==> src/rtl/uart_byte_receiver.sv <==
// UART receive stage: 8N1 by default, 8E1 with parity checking when UART_RX_PARITY_EN is defined.
// Good bytes appear on data_out with a data_valid strobe of STROBE_CYCLES clocks; bad frames are flagged and dropped.
module uart_byte_receiver #(
    parameter int unsigned CLKS_PER_BIT  = 434,
    parameter int unsigned STROBE_CYCLES = 4
) (
    input  logic       clk,
    input  logic       reset_n,
    input  logic       rx,
    output logic [7:0] data_out,
    output logic       data_valid,
    output logic       framing_error,
    output logic       parity_error,
    output logic       busy
);

    localparam logic [15:0] HALF_LAST  = 16'(CLKS_PER_BIT / 2 - 1);
    localparam logic [15:0] BIT_LAST   = 16'(CLKS_PER_BIT - 1);
    localparam logic [15:0] STROBE_LEN = 16'(STROBE_CYCLES);

    typedef enum logic [2:0] {
        IDLE,
        START,
        DATA,
`ifdef UART_RX_PARITY_EN
        PARITY,
`endif
        STOP,
        WAIT_HIGH
    } state_t;

    state_t      state;
    logic        rx_meta;
    logic        rxs;
    logic        rxs_d;
    logic [15:0] bit_cnt;
    logic [2:0]  bit_idx;
    logic [7:0]  shift;
    logic [15:0] strobe_cnt;
    logic        stop_ok;

    // Synchronizer and edge-history flops idle high so reset never fakes a start edge.
    always_ff @(posedge clk or negedge reset_n) begin
        if (!reset_n) begin
            rx_meta <= 1'b1;
            rxs     <= 1'b1;
            rxs_d   <= 1'b1;
        end else begin
            rx_meta <= rx;
            rxs     <= rx_meta;
            rxs_d   <= rxs;
        end
    end

    always_comb begin
        stop_ok = 1'b0;
        if (state == STOP && bit_cnt == BIT_LAST && rxs)
            stop_ok = 1'b1;
    end

    always_ff @(posedge clk or negedge reset_n) begin
        if (!reset_n) begin
            state         <= IDLE;
            bit_cnt       <= '0;
            bit_idx       <= '0;
            shift         <= '0;
            data_out      <= '0;
            framing_error <= 1'b0;
`ifdef UART_RX_PARITY_EN
            parity_error  <= 1'b0;
`endif
            busy          <= 1'b0;
        end else begin
            framing_error <= 1'b0;
`ifdef UART_RX_PARITY_EN
            parity_error  <= 1'b0;
`endif
            case (state)
                IDLE: begin
                    if (rxs_d && !rxs) begin
                        bit_cnt <= '0;
                        state   <= START;
                        busy    <= 1'b1;
                    end
                end
                START: begin
                    if (bit_cnt == HALF_LAST) begin
                        if (rxs) begin
                            state <= IDLE;
                            busy  <= 1'b0;
                        end else begin
                            bit_cnt <= '0;
                            bit_idx <= '0;
                            state   <= DATA;
                        end
                    end else begin
                        bit_cnt <= bit_cnt + 16'd1;
                    end
                end
                DATA: begin
                    if (bit_cnt == BIT_LAST) begin
                        shift[bit_idx] <= rxs;
                        bit_cnt        <= '0;
                        bit_idx        <= bit_idx + 3'd1;
                        if (bit_idx == 3'd7) begin
`ifdef UART_RX_PARITY_EN
                            state <= PARITY;
`else
                            state <= STOP;
`endif
                        end
                    end else begin
                        bit_cnt <= bit_cnt + 16'd1;
                    end
                end
`ifdef UART_RX_PARITY_EN
                PARITY: begin
                    if (bit_cnt == BIT_LAST) begin
                        bit_cnt <= '0;
                        if (rxs != ^shift) begin
                            parity_error <= 1'b1;
                            state        <= WAIT_HIGH;
                        end else begin
                            state <= STOP;
                        end
                    end else begin
                        bit_cnt <= bit_cnt + 16'd1;
                    end
                end
`endif
                STOP: begin
                    if (bit_cnt == BIT_LAST) begin
                        bit_cnt <= '0;
                        if (rxs) begin
                            data_out <= shift;
                            state    <= IDLE;
                            busy     <= 1'b0;
                        end else begin
                            framing_error <= 1'b1;
                            state         <= WAIT_HIGH;
                        end
                    end else begin
                        bit_cnt <= bit_cnt + 16'd1;
                    end
                end
                WAIT_HIGH: begin
                    if (rxs) begin
                        state <= IDLE;
                        busy  <= 1'b0;
                    end
                end
                default: begin
                    state <= IDLE;
                    busy  <= 1'b0;
                end
            endcase
        end
    end

`ifndef UART_RX_PARITY_EN
    assign parity_error = 1'b0;
`endif

    // Strobe runs independently so a new start bit can be caught while it is still high.
    always_ff @(posedge clk or negedge reset_n) begin
        if (!reset_n) begin
            strobe_cnt <= '0;
            data_valid <= 1'b0;
        end else if (stop_ok) begin
            strobe_cnt <= STROBE_LEN;
            data_valid <= 1'b1;
        end else if (strobe_cnt != '0) begin
            strobe_cnt <= strobe_cnt - 16'd1;
            data_valid <= (strobe_cnt > 16'd1);
        end
    end

endmodule
==> config.mk <==
export PLATFORM = sky130hd
export DESIGN_NAME = uart_byte_receiver
export DESIGN_NICKNAME = d
export VERILOG_FILES = /design/src/rtl/uart_byte_receiver.sv
export SDC_FILE = /design/constraint.sdc
export NUM_CORES = 1
export LEC_CHECK = 0
export ABC_AREA = 1
export ABC_CLOCK_PERIOD_IN_PS = 2200
export CAP_MARGIN = 20
export CORE_MARGIN = 2
export CORE_UTILIZATION = 63
export CTS_BUF_LIST = sky130_fd_sc_hd__clkbuf_8
export CTS_CLUSTER_DIAMETER = 30
export CTS_CLUSTER_SIZE = 8
export DETAILED_ROUTE_END_ITERATION = 8
export PLACE_DENSITY = 0.82
export SLEW_MARGIN = 20
export SYNTH_ARGS = -nofsm -noshare
export SYNTH_HDL_FRONTEND = slang
export SYNTH_SLANG_ARGS = --single-unit
==> constraint.sdc <==
create_clock -name clk -period 2.2 [get_ports clk]
set_clock_uncertainty 0.1 [all_clocks]
set_input_delay 0.66 -clock clk [delete_from_list [all_inputs] [get_ports clk]]
set_output_delay 0.66 -clock clk [all_outputs]
set_load 0.02 [all_outputs]
After elaboration in Yosys (flattened, before gate mapping)

Index checks and enable logic that the tools add are counted.
Widths: inputs -> output; s select.

Bits in registers: 60
Input port bits: 3
Output and inout bits: 12
Word-level logic and storage cells: 85

Add/subtract/negate cells: 3
Order comparisons: 3
Eq/ne operators: 15
Mux-type cells: 34
Bitwise logic cells: 1
Reductions and logical operators: 17

Operators by type and width:

| kind                  | number |
|---|---|
| $mux 16               | 6 |
| $pmux 16 s3           | 1 |
| $mux 3                | 10 |
| $add 16x1->16 const B | 1 |
| $eq 16x8->1 const B   | 1 |
| $eq 16x9->1 const B   | 1 |
| $gt 16x1->1 const B   | 1 |
| $reduce_bool 16->1    | 1 |
| $sub 16x1->16 const B | 1 |
| $pmux 3 s5            | 1 |
| $ne 2x2->1 const B    | 6 |
| $mux 1                | 11 |
| $bwmux 8              | 1 |
| $reduce_and 4->1      | 2 |
| $eq 3x2->1 const B    | 2 |
| $eq 3x3->1 const B    | 2 |
| $pmux 3 s2            | 1 |
| $reduce_and 3->1      | 2 |
| $reduce_and 6->1      | 1 |
| $pmux 1 s5            | 1 |
| $logic_and 1x1->1     | 4 |
| $lt 3x4->1 const B    | 1 |
| $reduce_bool 2->1     | 2 |
| $add 3x1->3 const B   | 1 |
| other kinds (12)      | 12 |

Logic depth before layout (Yosys ltp)

Gate-level depths: netlist (run 1).

Word-level depth: 5
Gate-level depth with buffers: 11
Gate-level depth less buffers: 10

Worst setup path before layout (run 1)

No wires, ideal clock.

Kind: flip-flop to flip-flop
From: register strobe_cnt[0]
To: register data_valid
Setup time: 0.123 ns
Arrival time: 1.394 ns
Data required time: 1.977 ns
Path slack: 0.583 ns
Stages on the path, launching flop included: 9
Buffers on the path: 1
Clock period less this slack: 1.617 ns
Cells stage by stage: dfrtp_1 > inv_1 > ha_1 > nand2_1 > nor2_2 > nand2_1 > buf_2 > o22ai_1 > nand2_1

Cells in the longest elaborated chain, start to end: 3
Elaborated cells between the ends (all ways): 5
Those cells by class: order compare: 1; mux: 2; reduce/logical: 2

RTL lines:

| element                | RTL line | source |
|---|---|---|
| start, declared        | 39       | `logic [15:0] strobe_cnt;` |
| start signal, assigned | 173      | `strobe_cnt <= strobe_cnt - 16'd1;` |
| $gt 16x1->1            | 174      | `data_valid <= (strobe_cnt > 16'd1);` |
| $mux 1                 | 172      | `end else if (strobe_cnt != '0) begin` |
| $mux 1                 | 169      | `end else if (stop_ok) begin` |
| end signal, assigned   | 174      |  |
| end, declared          | 11       | `output logic data_valid,` |

Several ways; a longest one is shown, not always the timed one. The select of a mux whose other input is x is not followed.
A chain may end at the register's enable or synchronous reset.

Worst setup path after layout (run 1)

From: register data_out[7]
To: output port data_out[7]

RTL lines:

| element                | RTL line | source |
|---|---|---|
| start, declared        | 10       | `output logic [7:0] data_out,` |
| start signal, assigned | 135      | `data_out <= shift;` |

No word-level cell between the ends.

==> flow_summary.json, run 1 <==
{
  "report.final.slew_viol_count": 0,
  "arrival_ns": 1.30,
  "yosys.cell_count.top_type": "nand2_1",
  "dr.pass1.iters": 4,
  "ys.flop_type": "dfrtp_1",
  "status": "finished clean",
  "final_cell_area_um2": 4010,
  "die_h_um": 79.3,
  "end_kind": "output port",
  "fin_crit_sh_pct": 93.8,
  "crit_type": "reg2out",
  "drt-vias-per-instance": 5.48,
  "syn_inst": 471,
  "core_area_um2": 5510,
  "vdd_drop_max_v": 0.000965,
  "synth.cell_area_um2": 3570,
  "die_w_um": 79.3,
  "drt_wl_total_um": 7290,
  "p_total_uw": 3350,
  "clkSinkCount": 60,
  "cp_max_fo": 2,
  "leakage_uw": 0.00212,
  "critical-path-top-delay-family": "buffers and inverters",
  "utilization_pct": 72.9,
  "postSynthRegisterBits": 60,
  "drive_gt1_share_pct": 13.9,
  "reg2reg_depth": 8,
  "postCtsSetupBuffers": 0,
  "drc": 0,
  "p_per_area_nw_per_um2": 834,
  "antenna_cells": 0,
  "grt_pass1_wl_um": 12900,
  "min_period_ns": 2.06,
  "cts_buffers": 9,
  "critPathSlowestCell": "clkdlybuf4s50_1",
  "crit_path_max_incr_delay_ns": 0.61,
  "cts_tree": "yes",
  "ys_seq_area_share_pct": 42.1,
  "final_nets": 500,
  "cts_buffer_depth": 2,
  "netlist_top_cells_area": "dfrtp_1 (40%), nand2_1 (15%), nand3_1 (6.7%)",
  "synth-async-reset-ratio_pct": 100,
  "cts_root_buffer": "clkbuf_8",
  "wl_per_cell_um": 12.9,
  "place_hpwl_um": 5180,
  "max-cap-violations": 0,
  "grt_use_total_pct": 25.9,
  "area_growth_pct": 12.3,
  "boundaryPins": 15,
  "drt_iter0_drc": 205,
  "grt_setup_unrepaired": "false",
  "avgSynthCellArea_um2": 7.58,
  "yosysTopAreaCell": "dfrtp_1",
  "path_buf_inv": 1,
  "grt_max_degree": 33,
  "grt-ovfl-total": 0,
  "row_count": 27,
  "insertion_delay_ns": 0.34,
  "synth_edf_count": 0,
  "synth.top_cells.by_count": "nand2_1 (143), dfrtp_1 (57), inv_1 (50), nand3_1 (48), nor2_1 (46)",
  "hold_path_class": "in2async",
  "finalSetupViolCount": 0,
  "synth_warnings": 0,
  "initial_core_util_pct": 64.9,
  "nFillCells": 412,
  "via_count": 3107,
  "yosys.cell_types.count": 39,
  "cts.reportedPaths.clkPinSlew_ns": 0.08,
  "antenna_found_initial": 0,
  "hold_viol": 0,
  "fmax_mhz": 485,
  "worstPathCellList": "clkdlybuf4s50_1",
  "die-area_um2": 6290,
  "gp_congestion": 0.900,
  "cp_num_cells": 1,
  "htreeDepth": 3,
  "place_area_um2": 3760,
  "critPathLaunchType": "register",
  "grt_pass1_vias": 2963,
  "synth_nets": 481,
  "ant_nets": 0,
  "cp.required_ns": 1.44,
  "fin_tns_setup_ns": 0,
  "portBuffers": 13,
  "synth_top_cell_area_share_pct": 39.9
}
logic make-up (layout without fill, tap and decap cells):
group	after synthesis	after routing	share of synthesized area [%]
flops	60	60	42.1
compound gates	24	24	3.78
buf+inv	68	92	8.06
simple gates	302	302	41.3
xor+xnor	9	9	2.21
fa+ha+maj	7	7	2.45
other cells	1	1	0.105
area by class of cell:
| cell class | instances | area (um^2) | share of cell area, % |
|---|---|---|---|
| Sequential cell | 60 | 1510 | 37.5 |
| Clock buffer | 9 | 124 | 3.09 |
| Inverter | 60 | 228 | 5.68 |
| Clock inverter | 7 | 124 | 3.09 |
| Tap cell | 72 | 90.1 | 2.25 |
| Multi-Input combinational cell | 343 | 1780 | 44.4 |
| Timing Repair Buffer | 16 | 160 | 3.99 |
final timing paths:
path | startpoint | endpoint | slack [ns]
worst min register to register | rx_meta | rxs | 0.26
max in group asynchronous | reset_n | rxs_d | 1.24
worst max register to register | bit_cnt[1] | data_out[1] | 0.31
min in group clk | rx_meta | rxs | 0.26
worst max-delay path | data_out[7] | data_out[7] | 0.14
worst min-delay path | reset_n | bit_cnt[4] | 0.16
sequential cells by signal, indices dropped and copies added, names as in the netlist, 3 cells and up:
register    cells
bit_cnt        16
strobe_cnt     16
state           3
data_out        8
shift           8
bit_idx         3
placed cells by master (no fill, tap or decap), types with 2 or more instances in the layout:
| cell | n |
|---|---|
| nor2_8 | 2 |
| dfstp_2 | 3 |
| o22ai_1 | 2 |
| nor2_1 | 46 |
| nor3b_1 | 3 |
| o21ai_2 | 2 |
| clkinv_4 | 2 |
| nand3_1 | 48 |
| nand2_2 | 8 |
| dfrtp_1 | 57 |
| nand2_1 | 142 |
| clkinv_1 | 2 |
| clkdlybuf4s50_1 | 12 |
| nor3b_2 | 3 |
| nor2_4 | 2 |
| inv_2 | 7 |
| nor2_2 | 9 |
| xnor2_1 | 4 |
| bufinv_16 | 3 |
| nand4_1 | 20 |
| o21ai_1 | 4 |
| nor3_1 | 6 |
| buf_4 | 2 |
| nand2_4 | 4 |
| inv_1 | 50 |
| ha_1 | 7 |
| xor2_1 | 5 |
| nand3_2 | 4 |
| clkbuf_8 | 9 |
| o21ai_0 | 6 |
| a21oi_1 | 8 |
metrics by stage:
stage	hold slack, ns	setup slack (ns)	std cells
after global placement	0.248	0.352	551
after CTS	0.172	0.120	567
after detailed placement	0.255	0.242	551
after floorplan	0.245	0.583	471
final	0.161	0.136	567
after global routing	0.196	0.0864	567
power by group:
group | internal (uW) | switching, uW | leakage (uW)
clock | 760 | 469 | 0.000120
sequential | 1180 | 96.4 | 0.000817
combinational | 264 | 575 | 0.00119
routing by layer:
metal | GRT usage (%) | share of wire [%] | vias to the layer above | wire (um)
met4 | 7.59 | 1.5 | 0 | 110
met2 | 43.1 | 49 | 69 | 3580
met5 | 0 | 0 | - | 0
met1 | 33.5 | 45 | 1487 | 3260
met3 | 6.93 | 4.7 | 13 | 346
li1 | - | - | 1538 | -
repair_timing:
item,CTS,global route
hold endpoints to repair,0,0
hold buffers,0,0
endpoints found under the setup margin,0,1
resized for setup,0,1
Note: power is estimated with default switching activity, not from simulation.
==> run 2, diff against run 1 <==
- CTS_CLUSTER_SIZE: 8 -> default
- HOLD_SLACK_MARGIN: default -> 0.02
- RECOVER_POWER: default -> 50
==> flow_summary.json, run 2 (synthesis gave the netlist of run 1 again) <==
{
  "reg2reg_depth": 6,
  "switching_power_uw": 1140,
  "antenna_found_initial": 0,
  "cts_root_buffer": "clkbuf_8",
  "fin_crit_sh_pct": 93.8,
  "gp_congestion": 0.900,
  "die-area_um2": 6290,
  "crit_path_max_incr_delay_ns": 0.61,
  "p_int_uw": 2200,
  "status": "finished clean",
  "end_kind": "output port",
  "drt_iter0_drc": 202,
  "grt-ovfl-total": 0,
  "cts_tree": "yes",
  "drive_gt1_share_pct": 13.3,
  "top_regs": "bit_cnt (16), strobe_cnt (16)",
  "via_count": 3081,
  "core_area_um2": 5510,
  "max-cap-violations": 0,
  "hold_viol": 0,
  "cp.required_ns": 1.44,
  "postCtsSetupBuffers": 0,
  "layout_setup_ws_ns": 0.136,
  "crit_type": "reg2out",
  "drc": 0,
  "ant_nets": 0,
  "grt_pass1_vias": 2963,
  "pwr-share-comb_pct": 25.0,
  "die_h_um": 79.3,
  "timing.rr.start": "rxs",
  "place_hpwl_um": 5180,
  "portBuffers": 13,
  "p_per_area_nw_per_um2": 834,
  "dr.pass1.iters": 4,
  "worst_hold_startpoint": "rx_meta",
  "drt-vias-per-instance": 5.43,
  "tightest_slew_ns": 1.10,
  "path_buf_inv": 1,
  "seqPwrFrac_pct": 38.2,
  "die_w_um": 79.3,
  "cts_buffers": 9,
  "area_growth_pct": 12.2,
  "leakage_uw": 0.00212,
  "cts.reportedPaths.clkPinSlew_ns": 0.08,
  "wl_per_cell_um": 12.9,
  "grt_setup_unrepaired": "false",
  "netSwitchingFraction_pct": 34.1,
  "grt_use_total_pct": 25.9,
  "slew_headroom_pct": 26.4,
  "critical-path-top-delay-family": "buffers and inverters",
  "reg2reg_to": "state[0]",
  "insertion_delay_ns": 0.34,
  "fin_tns_setup_ns": 0,
  "arrival_ns": 1.30,
  "critPathSlowestCell": "clkdlybuf4s50_1",
  "mostFrequentLayoutCell": "nand2_1",
  "initial_core_util_pct": 64.9,
  "grt_max_degree": 33,
  "pre_cts_ws_ns": 0.242,
  "min_period_ns": 2.06,
  "vdd_drop_max_v": 0.000964,
  "r2r_slack_ns": 0.28,
  "hold_path_end": "rxs",
  "fmax_mhz": 484,
  "row_count": 27,
  "pwr-share-clk_pct": 36.8,
  "min_delay_path_depth": 0,
  "worstPathCellList": "clkdlybuf4s50_1",
  "finalSetupViolCount": 0,
  "layout_common_cells": "nand2_1 (142), dfrtp_1 (57), inv_1 (50)",
  "grt_pass1_wl_um": 12900,
  "antenna_cells": 0,
  "htreeDepth": 3,
  "drt_wl_total_um": 7290,
  "cts_buffer_depth": 2,
  "hold_path_class": "reg2reg",
  "final_nets": 500,
  "clkSinkCount": 60,
  "cp_max_fo": 2,
  "boundaryPins": 15,
  "report.final.slew_viol_count": 0,
  "critPathLaunchType": "register"
}
==> run 2: cell count changes in the layout (fill, tap and decap cells not counted), sizes merged <==
cell,delta
dlygate4sd3,+1
clkdlybuf4s50,-1
clkbuf,+2
buf,-2
==> run 2: routing by layer <==
layer / vias to the layer above / wire [um] / track usage (%)
met3: 11 / 315 / 6.93
li1: 1539 / - / -
met1: 1470 / 3280 / 33.5
met5: - / 0 / 0
met2: 61 / 3600 / 43.1
met4: 0 / 92 / 7.59
==> run 2: metrics by stage <==
step	power (uW)	instance area (um^2)	hold WS (ns)	util, %	cells
after detailed placement	2120	3760	0.255	68.3	551
after global placement	2100	3760	0.248	68.3	551
after global routing	3520	4010	0.277	72.8	567
final	3340	4010	0.269	72.8	567
after floorplan	1920	3570	0.245	-	471
after CTS	3370	4010	0.172	72.8	567
==> run 2: layout make-up <==
cell class,count,area (um^2)
Clock inverter,7,124
Multi-Input combinational cell,343,1780
Inverter,60,228
Clock buffer,9,124
Timing Repair Buffer,16,155
Tap cell,72,90.1
Fill cell,413,1500
Sequential cell,60,1510
==> run 2: worst max-delay path by stage <==
| stage | startpoint | end | slack (ns) | depth (start not counted) |
|---|---|---|---|---|
| 6_report | data_out[7] | data_out[7] | 0.14 | 1 |
| 5_1_grt | data_out[7] | data_out[7] | 0.09 | 1 |
| 2_1_floorplan | strobe_cnt[0] | data_valid | 0.58 | 8 |
| 3_5_place_dp | strobe_cnt[0] | strobe_cnt[0] | 0.24 | 8 |
| 4_1_cts | data_out[7] | data_out[7] | 0.12 | 1 |
| 3_3_place_gp | strobe_cnt[0] | strobe_cnt[0] | 0.35 | 8 |
==> run 2: power groups by stage <==
| stage | Combinational, uW | Clock [uW] | Sequential [uW] |
|---|---|---|---|
| floorplan | 631 | 0 | 1290 |
| global placement | 809 | 0 | 1290 |
| detailed placement | 825 | 0 | 1300 |
| CTS | 844 | 1250 | 1280 |
| global route | 939 | 1290 | 1290 |
| finish | 837 | 1230 | 1280 |
==> run 2: timing repair <==
item                                    CTS  global route
endpoints found under the setup margin    0             1
gates resized for setup                   0             1
hold buffers                              0             0
==> run 3, diff against run 2 <==
==> constraint.sdc (replaced) <==
create_clock -name clk -period 2.2 [get_ports clk]
set_clock_uncertainty 0.1 [all_clocks]
set_input_delay 0.33 -clock clk [delete_from_list [all_inputs] [get_ports clk]]
set_output_delay 0.33 -clock clk [all_outputs]
set_load 0.02 [all_outputs]
==> flow_summary.json, run 3 (synthesis gave the netlist of run 1 again) <==
{
  "core_area_um2": 5510,
  "critPathLaunchType": "register",
  "boundaryPins": 15,
  "grt_pass1_vias": 2841,
  "fin_tns_setup_ns": 0,
  "post_cts_resize_count": 0,
  "grt_use_total_pct": 25.9,
  "hold_buffers": 1,
  "drc": 0,
  "leakage_uw": 0.00213,
  "insertion_delay_ns": 0.35,
  "initial_core_util_pct": 64.9,
  "arrival_ns": 2.18,
  "cts_buffer_depth": 2,
  "area_growth_pct": 12.5,
  "row_count": 27,
  "nFillCells": 437,
  "wl_per_cell_um": 12.9,
  "antenna_cells": 0,
  "utilization_pct": 73.0,
  "grt_max_degree": 38,
  "drive_gt1_share_pct": 13.3,
  "die-area_um2": 6290,
  "report.final.slew_viol_count": 0,
  "max-cap-violations": 0,
  "status": "finished clean",
  "layout_common_cells": "nand2_1 (143), dfrtp_1 (57), inv_1 (50)",
  "end_kind": "register",
  "cp.required_ns": 2.38,
  "min_period_ns": 2.01,
  "finalSetupViolCount": 0,
  "cp_max_fo": 16,
  "cts_buffers": 9,
  "fmax_mhz": 498,
  "cts_root_buffer": "clkbuf_8",
  "p_per_area_nw_per_um2": 837,
  "die_h_um": 79.3,
  "grt_pass1_wl_um": 12700,
  "vdd_drop_max_v": 0.000857,
  "htreeDepth": 3,
  "gp_congestion": 0.909,
  "drt-vias-per-instance": 5.34,
  "crit_type": "reg2reg",
  "via_count": 3031,
  "final_nets": 501,
  "hold_viol": 0,
  "dr.pass1.iters": 4,
  "grt-ovfl-total": 0,
  "antenna_found_initial": 0,
  "clkSinkCount": 60,
  "postCtsSetupBuffers": 0,
  "tightest_slew_ns": 1.34,
  "ant_nets": 0,
  "portBuffers": 13,
  "drt_iter0_drc": 177,
  "drt_wl_total_um": 7340,
  "die_w_um": 79.3,
  "mostFrequentLayoutCell": "nand2_1",
  "top_regs": "bit_cnt (16), strobe_cnt (16)",
  "cts_tree": "yes",
  "fin_crit_sh_pct": 91.3,
  "grt_setup_unrepaired": "false",
  "hold_path_class": "reg2reg",
  "slew_headroom_pct": 10.8,
  "cts.reportedPaths.clkPinSlew_ns": 0.07,
  "place_hpwl_um": 5200
}
==> run 3: changes by cell type in the layout (fill, tap and decap cells not counted) <==
cell and delta:
dlygate4sd3_1 +2, buf_4 +1, clkbuf_1 -1, clkdlybuf4s50_1 -1
nand2_1 +1, nand2_2 -1
==> run 3: per-stage QoR <==
step	setup WS [ns]	total power, uW	instance area, um^2	hold WS (ns)	instances
final	0.192	3370	4020	0.263	568
after global routing	0.0637	3540	4020	0.273	568
after CTS	0.221	3390	4020	0.260	568
after detailed placement	0.239	2140	3760	0.248	551
after global placement	0.351	2120	3760	0.247	551
after floorplan	0.583	1920	3570	-0.0656	471
==> run 3: where the power goes <==
group | leakage, uW | internal (uW) | switching (uW)
clock network | 0.000120 | 759 | 472
registers | 0.000816 | 1180 | 102
logic | 0.00119 | 265 | 587
==> run 3: routing by layer <==
metal	wire length [um]	vias up	track usage, %
met1	3410	1410	34.3
met2	3510	72	42.0
met4	78	0	7.76
met5	0	-	0
li1	-	1537	-
met3	340	12	6.93
==> run 3: final timing paths <==
check / from / end / slack, ns / cells past startpoint
max reg2reg: rxs / bit_cnt[0] / 0.19 / 6
min reg2reg: rx_meta / rxs / 0.26 / 0
max in group asynchronous: reset_n / data_out[1] / 0.47 / 3
max: rxs / bit_cnt[0] / 0.19 / 6
min in group asynchronous: reset_n / bit_cnt[13] / 0.70 / 2
min: rx_meta / rxs / 0.26 / 0
==> run 3: critical path: stages (launching register included) <==
cell	delay, ns
dfstp_1	0.89
inv_1	0.25
nand2_1	0.13
nand2_1	0.14
nand3_4	0.25
nand2_1	0.11
o21ai_2	0.07
==> run 3: final cells by class <==
cell class / instances / area (um^2) / share of cell area (%)
repair buffers: 17 / 169 / 4.20
clock inverters: 7 / 124 / 3.08
flip-flops and latches: 60 / 1510 / 37.5
clock buffers: 9 / 124 / 3.08
well taps: 72 / 90.1 / 2.24
inverters: 60 / 228 / 5.67
multi-input cells: 343 / 1780 / 44.3
